==> config.mk <==
export PLATFORM = sky130hd
export DESIGN_NAME = wb_slave_port_nw
export DESIGN_NICKNAME = d
export VERILOG_FILES = /design/src/rtl/wb_ic_pkg.sv /design/src/rtl/wb_win_decode.sv /design/src/rtl/wb_slave_port_nw.sv
export SDC_FILE = /design/constraint.sdc
export NUM_CORES = 1
export LEC_CHECK = 0
export CAP_MARGIN = 15
export CORE_AREA = 4 4 138 107
export DETAILED_ROUTE_END_ITERATION = 12
export DIE_AREA = 0 0 142 111
export GPL_ROUTABILITY_DRIVEN = 0
export HOLD_SLACK_MARGIN = 0.12
export MAX_ROUTING_LAYER = met4
export PLACE_DENSITY = 0.77
export RECOVER_POWER = 100
export SLEW_MARGIN = 20
export SYNTH_ARGS = -nofsm -noshare
export SYNTH_HDL_FRONTEND = slang
export SYNTH_SLANG_ARGS = --single-unit
==> constraint.sdc <==
create_clock -name clk_i -period 7.1 [get_ports clk_i]
set_input_delay 1.42 -clock clk_i [delete_from_list [all_inputs] [get_ports clk_i]]
set_output_delay 1.42 -clock clk_i [all_outputs]
set_load 0.05 [all_outputs]
==> src/rtl/wb_ic_pkg.sv <==
// wb_ic_pkg: shared Wishbone interconnect types (select enum, request/response structs, port FSM states, burst-length width)
package wb_ic_pkg;
  localparam int WB_BL_W = 10;
  typedef enum logic [3:0] {
    SEL_NONE = 4'h0,
    SEL_B0   = 4'h1,
    SEL_B1   = 4'h2,
    SEL_H0   = 4'h3,
    SEL_B2   = 4'h4,
    SEL_B3   = 4'h8,
    SEL_H1   = 4'hC,
    SEL_W    = 4'hF
  } type_sel_e;
  typedef enum logic [1:0] {IDLE, ACT, DONE} state_e;
  typedef struct packed {
    logic [31:0]        dat;
    logic [31:0]        adr;
    logic [3:0]         sel;
    logic [WB_BL_W-1:0] bl;
    logic               bry;
    logic               we;
    logic [3:0]         tid;
  } type_wb_wr_intf;
  typedef struct packed {
    logic [31:0] dat;
    logic        ack;
    logic        lack;
    logic        err;
  } type_wb_rd_intf;
endpackage

==> src/rtl/wb_win_decode.sv <==
// wb_win_decode: combinational address-window decoder; in adr/stb/cyc, out hit and lowest matching window idx
module wb_win_decode #(
  parameter int           NWIN        = 4,
  parameter logic [7:0]   WIN_EN      = 8'h01,
  parameter logic [255:0] WIN_MASK    = {8{32'hFFFF_FFFF}},
  parameter logic [255:0] WIN_PATTERN = {8{32'hFFFF_FFFF}}
) (
  input  logic [31:0] adr,
  input  logic        stb,
  input  logic        cyc,
  output logic        hit,
  output logic [2:0]  idx
);
  always_comb begin
    hit = 1'b0;
    idx = 3'd0;
    for (int i = NWIN - 1; i >= 0; i--)
      if (WIN_EN[i] && stb && cyc && ((adr & WIN_MASK[32*i +: 32]) == WIN_PATTERN[32*i +: 32])) begin
        hit = 1'b1;
        idx = 3'(i);
      end
  end
endmodule

==> src/rtl/wb_slave_port_nw.sv <==
// wb_slave_port_nw: windowed Wishbone slave port; master side m_wbd_*, downstream slave side s_wbd_*, hit_win_o, timeout_o
module wb_slave_port_nw
  import wb_ic_pkg::*;
#(
  parameter int           NWIN        = 4,
  parameter logic [7:0]   WIN_EN      = 8'h01,
  parameter logic [255:0] WIN_MASK    = {8{32'hFFFF_FFFF}},
  parameter logic [255:0] WIN_PATTERN = {8{32'hFFFF_FFFF}},
  parameter int           TO_W        = 8,
  parameter int           TO_CYCLES   = 200
) (
  input  logic               clk_i,
  input  logic               rst_i,
  input  logic [31:0]        m_wbd_dat_i,
  input  logic [31:0]        m_wbd_adr_i,
  input  logic [3:0]         m_wbd_sel_i,
  input  logic [WB_BL_W-1:0] m_wbd_bl_i,
  input  logic               m_wbd_bry_i,
  input  logic               m_wbd_we_i,
  input  logic               m_wbd_cyc_i,
  input  logic               m_wbd_stb_i,
  input  logic [3:0]         m_wbd_tid_i,
  output logic [31:0]        m_wbd_dat_o,
  output logic               m_wbd_ack_o,
  output logic               m_wbd_lack_o,
  output logic               m_wbd_err_o,
  output logic [31:0]        s_wbd_dat_o,
  output logic [31:0]        s_wbd_adr_o,
  output logic [3:0]         s_wbd_sel_o,
  output logic [WB_BL_W-1:0] s_wbd_bl_o,
  output logic               s_wbd_bry_o,
  output logic               s_wbd_we_o,
  output logic               s_wbd_cyc_o,
  output logic               s_wbd_stb_o,
  output logic [3:0]         s_wbd_tid_o,
  input  logic [31:0]        s_wbd_dat_i,
  input  logic               s_wbd_ack_i,
  input  logic               s_wbd_lack_i,
  input  logic               s_wbd_err_i,
  output logic [2:0]         hit_win_o,
  output logic               timeout_o
);
  localparam logic [TO_W-1:0] TO_LAST = TO_W'(TO_CYCLES - 1);
  state_e               state_q, state_d;
  type_wb_wr_intf       wr_q, wr_d;
  type_wb_rd_intf       rd_q, rd_d;
  logic [WB_BL_W-1:0]   beats_q, beats_d;
  logic [TO_W-1:0]      cnt_q, cnt_d;
  logic [2:0]           hit_win_q, hit_win_d;
  logic                 stb_q, stb_d, to_q, to_d;
  logic                 hit;
  logic [2:0]           hit_idx;
  wb_win_decode #(
    .NWIN(NWIN), .WIN_EN(WIN_EN), .WIN_MASK(WIN_MASK), .WIN_PATTERN(WIN_PATTERN)
  ) u_dec (
    .adr(m_wbd_adr_i), .stb(m_wbd_stb_i), .cyc(m_wbd_cyc_i), .hit(hit), .idx(hit_idx)
  );
  always_comb begin
    state_d   = state_q;
    wr_d      = wr_q;
    rd_d      = rd_q;
    rd_d.ack  = 1'b0;
    rd_d.lack = 1'b0;
    rd_d.err  = 1'b0;
    beats_d   = beats_q;
    cnt_d     = cnt_q;
    hit_win_d = hit_win_q;
    stb_d     = stb_q;
    to_d      = 1'b0;
    case (state_q)
      IDLE:
        // a response still on the master bus means this strobe was already served
        if (hit && !(rd_q.ack || rd_q.lack || rd_q.err)) begin
          state_d   = ACT;
          stb_d     = 1'b1;
          wr_d.dat  = m_wbd_dat_i;
          wr_d.adr  = {m_wbd_adr_i[31:2], 2'b00};
          wr_d.sel  = m_wbd_sel_i;
          wr_d.bl   = m_wbd_bl_i;
          wr_d.bry  = m_wbd_bry_i;
          wr_d.we   = m_wbd_we_i;
          wr_d.tid  = m_wbd_tid_i;
          hit_win_d = hit_idx;
          beats_d   = (m_wbd_we_i || m_wbd_bl_i == '0) ? WB_BL_W'(1) : m_wbd_bl_i;
          cnt_d     = '0;
        end
      ACT:
        if (s_wbd_err_i) begin
          rd_d.err = 1'b1;
          state_d  = DONE;
          stb_d    = 1'b0;
        end else if (s_wbd_ack_i) begin
          rd_d.dat = s_wbd_dat_i;
          rd_d.ack = 1'b1;
          cnt_d    = '0;
          if (beats_q == WB_BL_W'(1) || s_wbd_lack_i) begin
            rd_d.lack = 1'b1;
            state_d   = DONE;
            stb_d     = 1'b0;
          end else
            beats_d = beats_q - WB_BL_W'(1);
        end else if (cnt_q == TO_LAST) begin
          rd_d.err = 1'b1;
          to_d     = 1'b1;
          state_d  = DONE;
          stb_d    = 1'b0;
        end else
          cnt_d = (cnt_q == {TO_W{1'b1}}) ? cnt_q : cnt_q + TO_W'(1);
      default: state_d = IDLE;
    endcase
  end
  always_ff @(posedge clk_i) begin
    if (rst_i) begin
      state_q   <= IDLE;
      wr_q      <= '0;
      rd_q      <= '0;
      beats_q   <= '0;
      cnt_q     <= '0;
      hit_win_q <= '0;
      stb_q     <= 1'b0;
      to_q      <= 1'b0;
    end else begin
      state_q   <= state_d;
      wr_q      <= wr_d;
      rd_q      <= rd_d;
      beats_q   <= beats_d;
      cnt_q     <= cnt_d;
      hit_win_q <= hit_win_d;
      stb_q     <= stb_d;
      to_q      <= to_d;
    end
  end
  assign m_wbd_dat_o  = rd_q.dat;
  assign m_wbd_ack_o  = rd_q.ack;
  assign m_wbd_lack_o = rd_q.lack;
  assign m_wbd_err_o  = rd_q.err;
  assign s_wbd_dat_o  = wr_q.dat;
  assign s_wbd_adr_o  = wr_q.adr;
  assign s_wbd_sel_o  = wr_q.sel;
  assign s_wbd_bl_o   = wr_q.bl;
  assign s_wbd_bry_o  = wr_q.bry;
  assign s_wbd_we_o   = wr_q.we;
  assign s_wbd_tid_o  = wr_q.tid;
  assign s_wbd_cyc_o  = stb_q;
  assign s_wbd_stb_o  = stb_q;
  assign hit_win_o    = hit_win_q;
  assign timeout_o    = to_q;
endmodule

==> results.md, run 1 <==
* GR Util All Layers at 20.0%
* Syn avg cell area at between 8 and 9 um^2
* Cells after DPL at 1033
* Leakage power at about 3.2 nW
* Design Power at 1.70 mW
* Fillers at ~1200
* Die height at ~110 um
* Layout Utilization at between 60% and 70%
* Clock Tree Buf Depth at 2
* CP startpoint kind: input port
* Fraction of layout cells with a size suffix above 1 at 4.83%
* Syn. warnings at 0
* Max Slew Vio Count at between 100 and 150
* Most common cell after layout, fill and taps aside: nand2_1
* Switching share of power at between 20% and 30%
* Internal power at 1.30 mW
* Vias post-DR at ~5200
* Grt ovf at 0
* Failing checks: max-capacitance violations, max-slew violations
* Worst Max-Slew Pin Slew at approximately 3700 ps
* DP HPWL at around 11000 um
* Post-CTS Setup Inserts at 0
* Largest net degree at the start of global routing at 88
* Final period util at a little under three quarters
* TritonCTS Buffers at 17
* Buffers on Ports at 242
* Worst vdd ir at roughly 160 uV
* Rel. slew slack at -146%
* CTS tree: yes
* Setup CP Type: in2reg
* Die X at 142 um
* DRT iter0 DRCs at 378
* CTS resizes at 0
* WL/cell at 14.7 um
* Die area at ~16000 um^2
* Clock transition at path regs at approximately 60 ps
* Fraction of registers with async set or reset after synthesis at 0%
* Residual DRC count at 0
* FP Rows at 37
* Comb pwr share at roughly 5.6%
* Number of synthesized flops with an enable pin at 0
* PwrDens at between 200 and 250 nW/um^2
* Crit-path max FO at 50
* Clk root buf: clkbuf_16
* First-pass GRT wire length at ~25000 um
* Status: finished, violations left
* Clk_lat worst skew at ~410 ps
* Initial Utilization at 39.0%
* Area delta synth->final at 57.5%
* Mapped Cells at ~660
* Clk pwr share at between 40% and 50%
* RSZ-0062 raised after global routing: false
* Via density at 4.93
* Most used flip-flop cell after synthesis: dfxtp_1
* CTS sink count at 139
* Sequential Power Share at 45.8%
* Routed Antenna Nets at 0
* Drt first pass iters at 5
* Final hold vios at 0
* Core area at 13500 um^2
* Synth Cell Area at between 5000 and 6000 um^2
* P_sw at approximately 400 uW
* Layout Nets at ~1000
* Pre-CTS setup slack at 2530 ps
* WL final at around 16000 um
* Clock skew at approximately 8 ps
* Critical path data arrival time at 5380 ps
* Final Non-Filler Cells at between 1000 and 1500
* Diode count at 0
* Tmin final at 5090 ps
* # setup viols final at 0
* PnR worst setup slack at around 2000 ps
* Fmax at 0.197 GHz
* Max-Cap Viols at 2
* IO Pins at between 200 and 250
* Setup crit end kind: flip-flop
* Hold crit path type: reg2reg
* Critical Path RT at approximately 7400 ps
* Number of global-route vias before repair at between 4000 and 5000
* Cts hold-fix bufs at 0
* Initial antenna violation count at 0
* Synth cell types at 45
* Most frequent cells in the layout: nand2_1, dfxtp_1, dlygate4sd3_1
* Setup TNS at 0 ps
* Synthesis-stage register bit count at around 140
* CTS H-tree depth at 4
* Seq/Total Area, Yosys at 53.0%
-- per-layer routing --
layer | wire (um) | up-vias | global-route usage [%]
met5 | 0 | - | -
li1 | - | 2654 | -
met2 | 7010 | 205 | 30.7
met3 | 1700 | 24 | 8.15
met1 | 6690 | 2365 | 24.0
met4 | 231 | 0 | 6.14
-- state kept, by name (all words and copies together) (netlist names), 2 cells and up --
signal	count
s_wbd_adr_o	30
state_q	2
s_wbd_sel_o	4
s_wbd_dat_o	32
s_wbd_tid_o	4
m_wbd_dat_o	32
beats_q	10
s_wbd_bl_o	10
cnt_q	8
-- through the flow --
stage	hold WS, ps	area (um^2)
final	448	8270
after global routing	470	8270
after CTS	453	8300
after detailed placement	445	7740
after global placement	441	7740
after floorplan	453	5270
-- cell usage after synthesis (2+ instances only) --
cell type | count | area [um^2]
nand2_1 | 173 | 649
dfxtp_1 | 139 | 2780
a21oi_1 | 99 | 495
nor2_1 | 74 | 278
clkbuf_1 | 37 | 139
nand4_1 | 13 | 81.3
a211oi_1 | 10 | 75.1
inv_1 | 10 | 37.5
o21ai_0 | 8 | 40.0
nand3_1 | 7 | 35.0
nor3_1 | 7 | 35.0
and3_1 | 6 | 37.5
buf_2 | 6 | 30.0
buf_4 | 6 | 45.0
nor4_1 | 6 | 37.5
nand2b_1 | 5 | 31.3
or4_1 | 5 | 37.5
a221oi_1 | 4 | 35.0
ha_1 | 3 | 37.5
xnor2_1 | 3 | 26.3
a311oi_1 | 2 | 17.5
a31o_2 | 2 | 17.5
a31oi_1 | 2 | 12.5
a41oi_1 | 2 | 17.5
and2_1 | 2 | 12.5
nand3b_1 | 2 | 15.0
nor2b_1 | 2 | 12.5
o21ai_1 | 2 | 10.0
o22ai_1 | 2 | 12.5
o32ai_1 | 2 | 17.5
-- area by class of cell --
class / instances / area (um^2) / area share [%]
clock buffer: 17 / 425 / 5.14
clock inverter: 15 / 130 / 1.57
inverter: 10 / 37.5 / 0.454
multi-input combinational: 461 / 2220 / 26.9
sequential: 139 / 2780 / 33.6
tap: 175 / 219 / 2.65
timing repair buffer: 248 / 2460 / 29.7
-- power by group through the flow --
stage	registers [mW]	logic, mW	clock network, mW
3_5_place_dp	0.797	0.0956	0
2_1_floorplan	0.797	0.0240	0
3_3_place_gp	0.797	0.0958	0
4_1_cts	0.780	0.0961	0.847
6_report	0.780	0.0951	0.827
5_1_grt	0.779	0.100	0.881
-- cells by family (layout without fill, tap and decap cells) --
family | Yosys count | in the layout | share of synthesized area, %
other | 1 | 5 | 0.0714
flip-flops | 139 | 139 | 53.0
adder cells (fa/ha/maj) | 3 | 3 | 0.714
buffers and inverters | 60 | 290 | 4.86
XOR/XNOR | 3 | 3 | 0.500
AND/OR/NAND/NOR | 312 | 312 | 26.1
AO/OA/AOI/OAI | 138 | 138 | 14.8
-- worst max-delay path: stages --
cell and delay (ps):
dlygate4sd3_1 520, or4bb_1 470, nor4_1 570, and3_1 1500
buf_4 560, o21ai_0 150, a21oi_1 150
-- path summary, 6_finish.rpt --
| check | startpoint | endpoint | slack [ps] | cells past startpoint |
|---|---|---|---|---|
| worst min-delay path | s_wbd_dat_o[30]$_SDFFE_PP0P_ | s_wbd_dat_o[30]$_SDFFE_PP0P_ | 450 | 2 |
| worst max register to register | state_q[1]$_SDFFE_PP0P_ | beats_q[2]$_SDFFE_PP0P_ | 3140 | 6 |
| worst max-delay path | m_wbd_adr_i[28] | beats_q[2]$_SDFFE_PP0P_ | 2010 | 7 |
| worst min register to register | s_wbd_dat_o[30]$_SDFFE_PP0P_ | s_wbd_dat_o[30]$_SDFFE_PP0P_ | 450 | 2 |
(Power assumes the default switching activity.)
==> run 2: changes to the inputs <==
--- a/config.mk
+++ b/config.mk
@@ -6,13 +6,13 @@
 export NUM_CORES = 1
 export LEC_CHECK = 0
 export CAP_MARGIN = 15
-export CORE_AREA = 4 4 138 107
+export CORE_AREA = 4 4 143 111
 export DETAILED_ROUTE_END_ITERATION = 12
-export DIE_AREA = 0 0 142 111
+export DIE_AREA = 0 0 147 115
 export GPL_ROUTABILITY_DRIVEN = 0
 export HOLD_SLACK_MARGIN = 0.12
 export MAX_ROUTING_LAYER = met4
-export PLACE_DENSITY = 0.77
+export PLACE_DENSITY = 0.75
 export RECOVER_POWER = 100
 export SLEW_MARGIN = 20
 export SYNTH_ARGS = -nofsm -noshare
==> constraint.sdc (replaced) <==
create_clock -name clk_i -period 4.5 [get_ports clk_i]
set_input_delay 0.9 -clock clk_i [delete_from_list [all_inputs] [get_ports clk_i]]
set_output_delay 0.9 -clock clk_i [all_outputs]
set_load 0.05 [all_outputs]
==> results.md, run 2 (synthesis gave the netlist of run 1 again) <==
* Status: finished, violations left
* Failing checks: max-capacitance violations, max-slew violations
* Area delta synth->final at 59.1%
* Worst vdd ir at 247 uV (+57%)
* Crit-path max FO at 29 (-42%)
* Layout Nets at 1009 (+0.60%)
* Post-CTS Setup Inserts at 0 (unchanged)
* Most common cell after layout, fill and taps aside: nand2_1
* WL final at 16200 um (+3.8%)
* Diode count at 0 (unchanged)
* FP Rows at 38 (+2.7%)
* Hold crit path type: reg2reg
* Max-Cap Viols at 1 (-1)
* CTS H-tree depth at 4 (unchanged)
* Initial antenna violation count at 0 (unchanged)
* CTS resizes at 0 (unchanged)
* # setup viols final at 0 (unchanged)
* Most frequent cells in the layout: nand2_1, dfxtp_1, dlygate4sd3_1
* CTS sink count at 139 (unchanged)
* Design Power at 2.75 mW (+62%)
* Die X at 147 um (+3.5%)
* Grt ovf at 0 (unchanged)
* TritonCTS Buffers at 17 (unchanged)
* Die area at 16900 um^2 (+7.3%)
* Hold Path Depth at 2 (unchanged)
* Fraction of layout cells with a size suffix above 1 at 5.25% (+0.41 points)
* Residual DRC count at 0 (unchanged)
* Hold slack at 449 ps (+0.940 ps)
* Clock transition at path regs at 60 ps (about the same)
* Critical Path RT at 4820 ps (-2580 ps)
* Vias post-DR at 5281 (+0.63%)
* CP startpoint kind: input port
* Buffers on Ports at 242 (unchanged)
* CTS tree: yes
* Core area at 14300 um^2 (+6.2%)
* Setup TNS at 0 ps (unchanged)
* Setup CP Type: in2reg
* Cells on worst reg2reg path at 6 (unchanged)
* Number of global-route vias before repair at 5191 (+4.0%)
* DP HPWL at 11700 um (+3.9%)
* FF+latch area at 2780 um^2 (unchanged)
* Multi-input logic area at 2220 um^2 (+0.11%)
* Max Slew Vio Count at 33 (-76%)
* Clk root buf: clkbuf_16
* Initial Utilization at 36.7% (-2.3 points)
* IO Pins at 248 (unchanged)
* Largest net degree at the start of global routing at 102 (+16%)
* Cts hold-fix bufs at 0 (unchanged)
* PwrDens at 329 nW/um^2 (+60%)
* RSZ-0062 raised after global routing: false
* DRT iter0 DRCs at 249 (-34%)
* First-pass GRT wire length at 26200 um (+5.1%)
* Critical path data arrival time at 3860 ps (-1520 ps)
* WL/cell at 14.8 um (+0.88%)
* Fillers at 1269 (+7.7%)
* Via density at 4.82 (-2.2%)
* Die height at 115 um (+3.6%)
* Rel. slew slack at -0.484% (+150 points)
* Drt first pass iters at 5 (unchanged)
* Clock Tree Buf Depth at 2 (unchanged)
* Worst Max-Slew Pin Slew at 1510 ps (-2190 ps)
* Fmax at between 0.2 and 0.3 GHz
* Setup crit end kind: flip-flop
* Clock skew at 10.0 ps (+1.81 ps)
* Leakage power at 3.28 nW (+1.0%)
* GR Util All Layers at 19.6% (-0.39 points)
* Routed Antenna Nets at 0 (unchanged)
* Final hold vios at 0 (unchanged)
* Clk_lat worst skew at 410 ps (about the same)
* Tmin final at 3540 ps
* Final period util at 78.7%
## run 2: critical path, stage by stage
cell	delay, ps
dlygate4sd3_1	510
or4bb_1	470
nor4_1	530
and3_2	690
clkbuf_1	460
nand2_1	110
a21oi_1	160
## run 2: path summary, 6_finish.rpt
path	endpoint	slack, ps	startpoint
max	s_wbd_dat_o[14]$_SDFFE_PP0P_	960	m_wbd_adr_i[28]
max reg2reg	s_wbd_dat_o[14]$_SDFFE_PP0P_	1570	state_q[1]$_SDFFE_PP0P_
min reg2reg	m_wbd_dat_o[0]$_SDFFE_PP0P_	450	m_wbd_dat_o[0]$_SDFFE_PP0P_
min	m_wbd_dat_o[0]$_SDFFE_PP0P_	450	m_wbd_dat_o[0]$_SDFFE_PP0P_
## run 2: final cells by class
type | instances | share of cell area, %
sequential | 139 | 33.3
timing repair buffer | 254 | 29.8
multi-input combinational | 461 | 26.6
clock buffer | 17 | 5.09
tap | 200 | 2.99
clock inverter | 15 | 1.81
inverter | 10 | 0.449
## run 2: metal layers
| metal | GRT usage [%] | vias to the layer above | share of wire, % |
|---|---|---|---|
| li1 | - | 2668 | - |
| met5 | - | - | 0 |
| met4 | 5.83 | 0 | 1.3 |
| met2 | 30.4 | 199 | 46 |
| met3 | 7.68 | 19 | 9.7 |
| met1 | 23.8 | 2395 | 43 |
## run 2: report_power, final
group	internal, mW	total (mW)	switching [mW]
Clock	0.782	1.37	0.586
Combinational	0.0982	0.152	0.0534
Sequential	1.23	1.23	0.0000000000702
## run 2: metrics by stage
stage / instance area (um^2) / setup slack (ps) / util (%) / cells
finish: 8360 / 957 / 58.4 / 1096
global route: 8360 / 644 / 58.4 / 1096
CTS: 8400 / 1390 / 58.7 / 1096
detailed placement: 7820 / 948 / 54.6 / 1064
global placement: 7820 / 987 / 54.6 / 1064
floorplan: 5270 / 1750 / - / 660
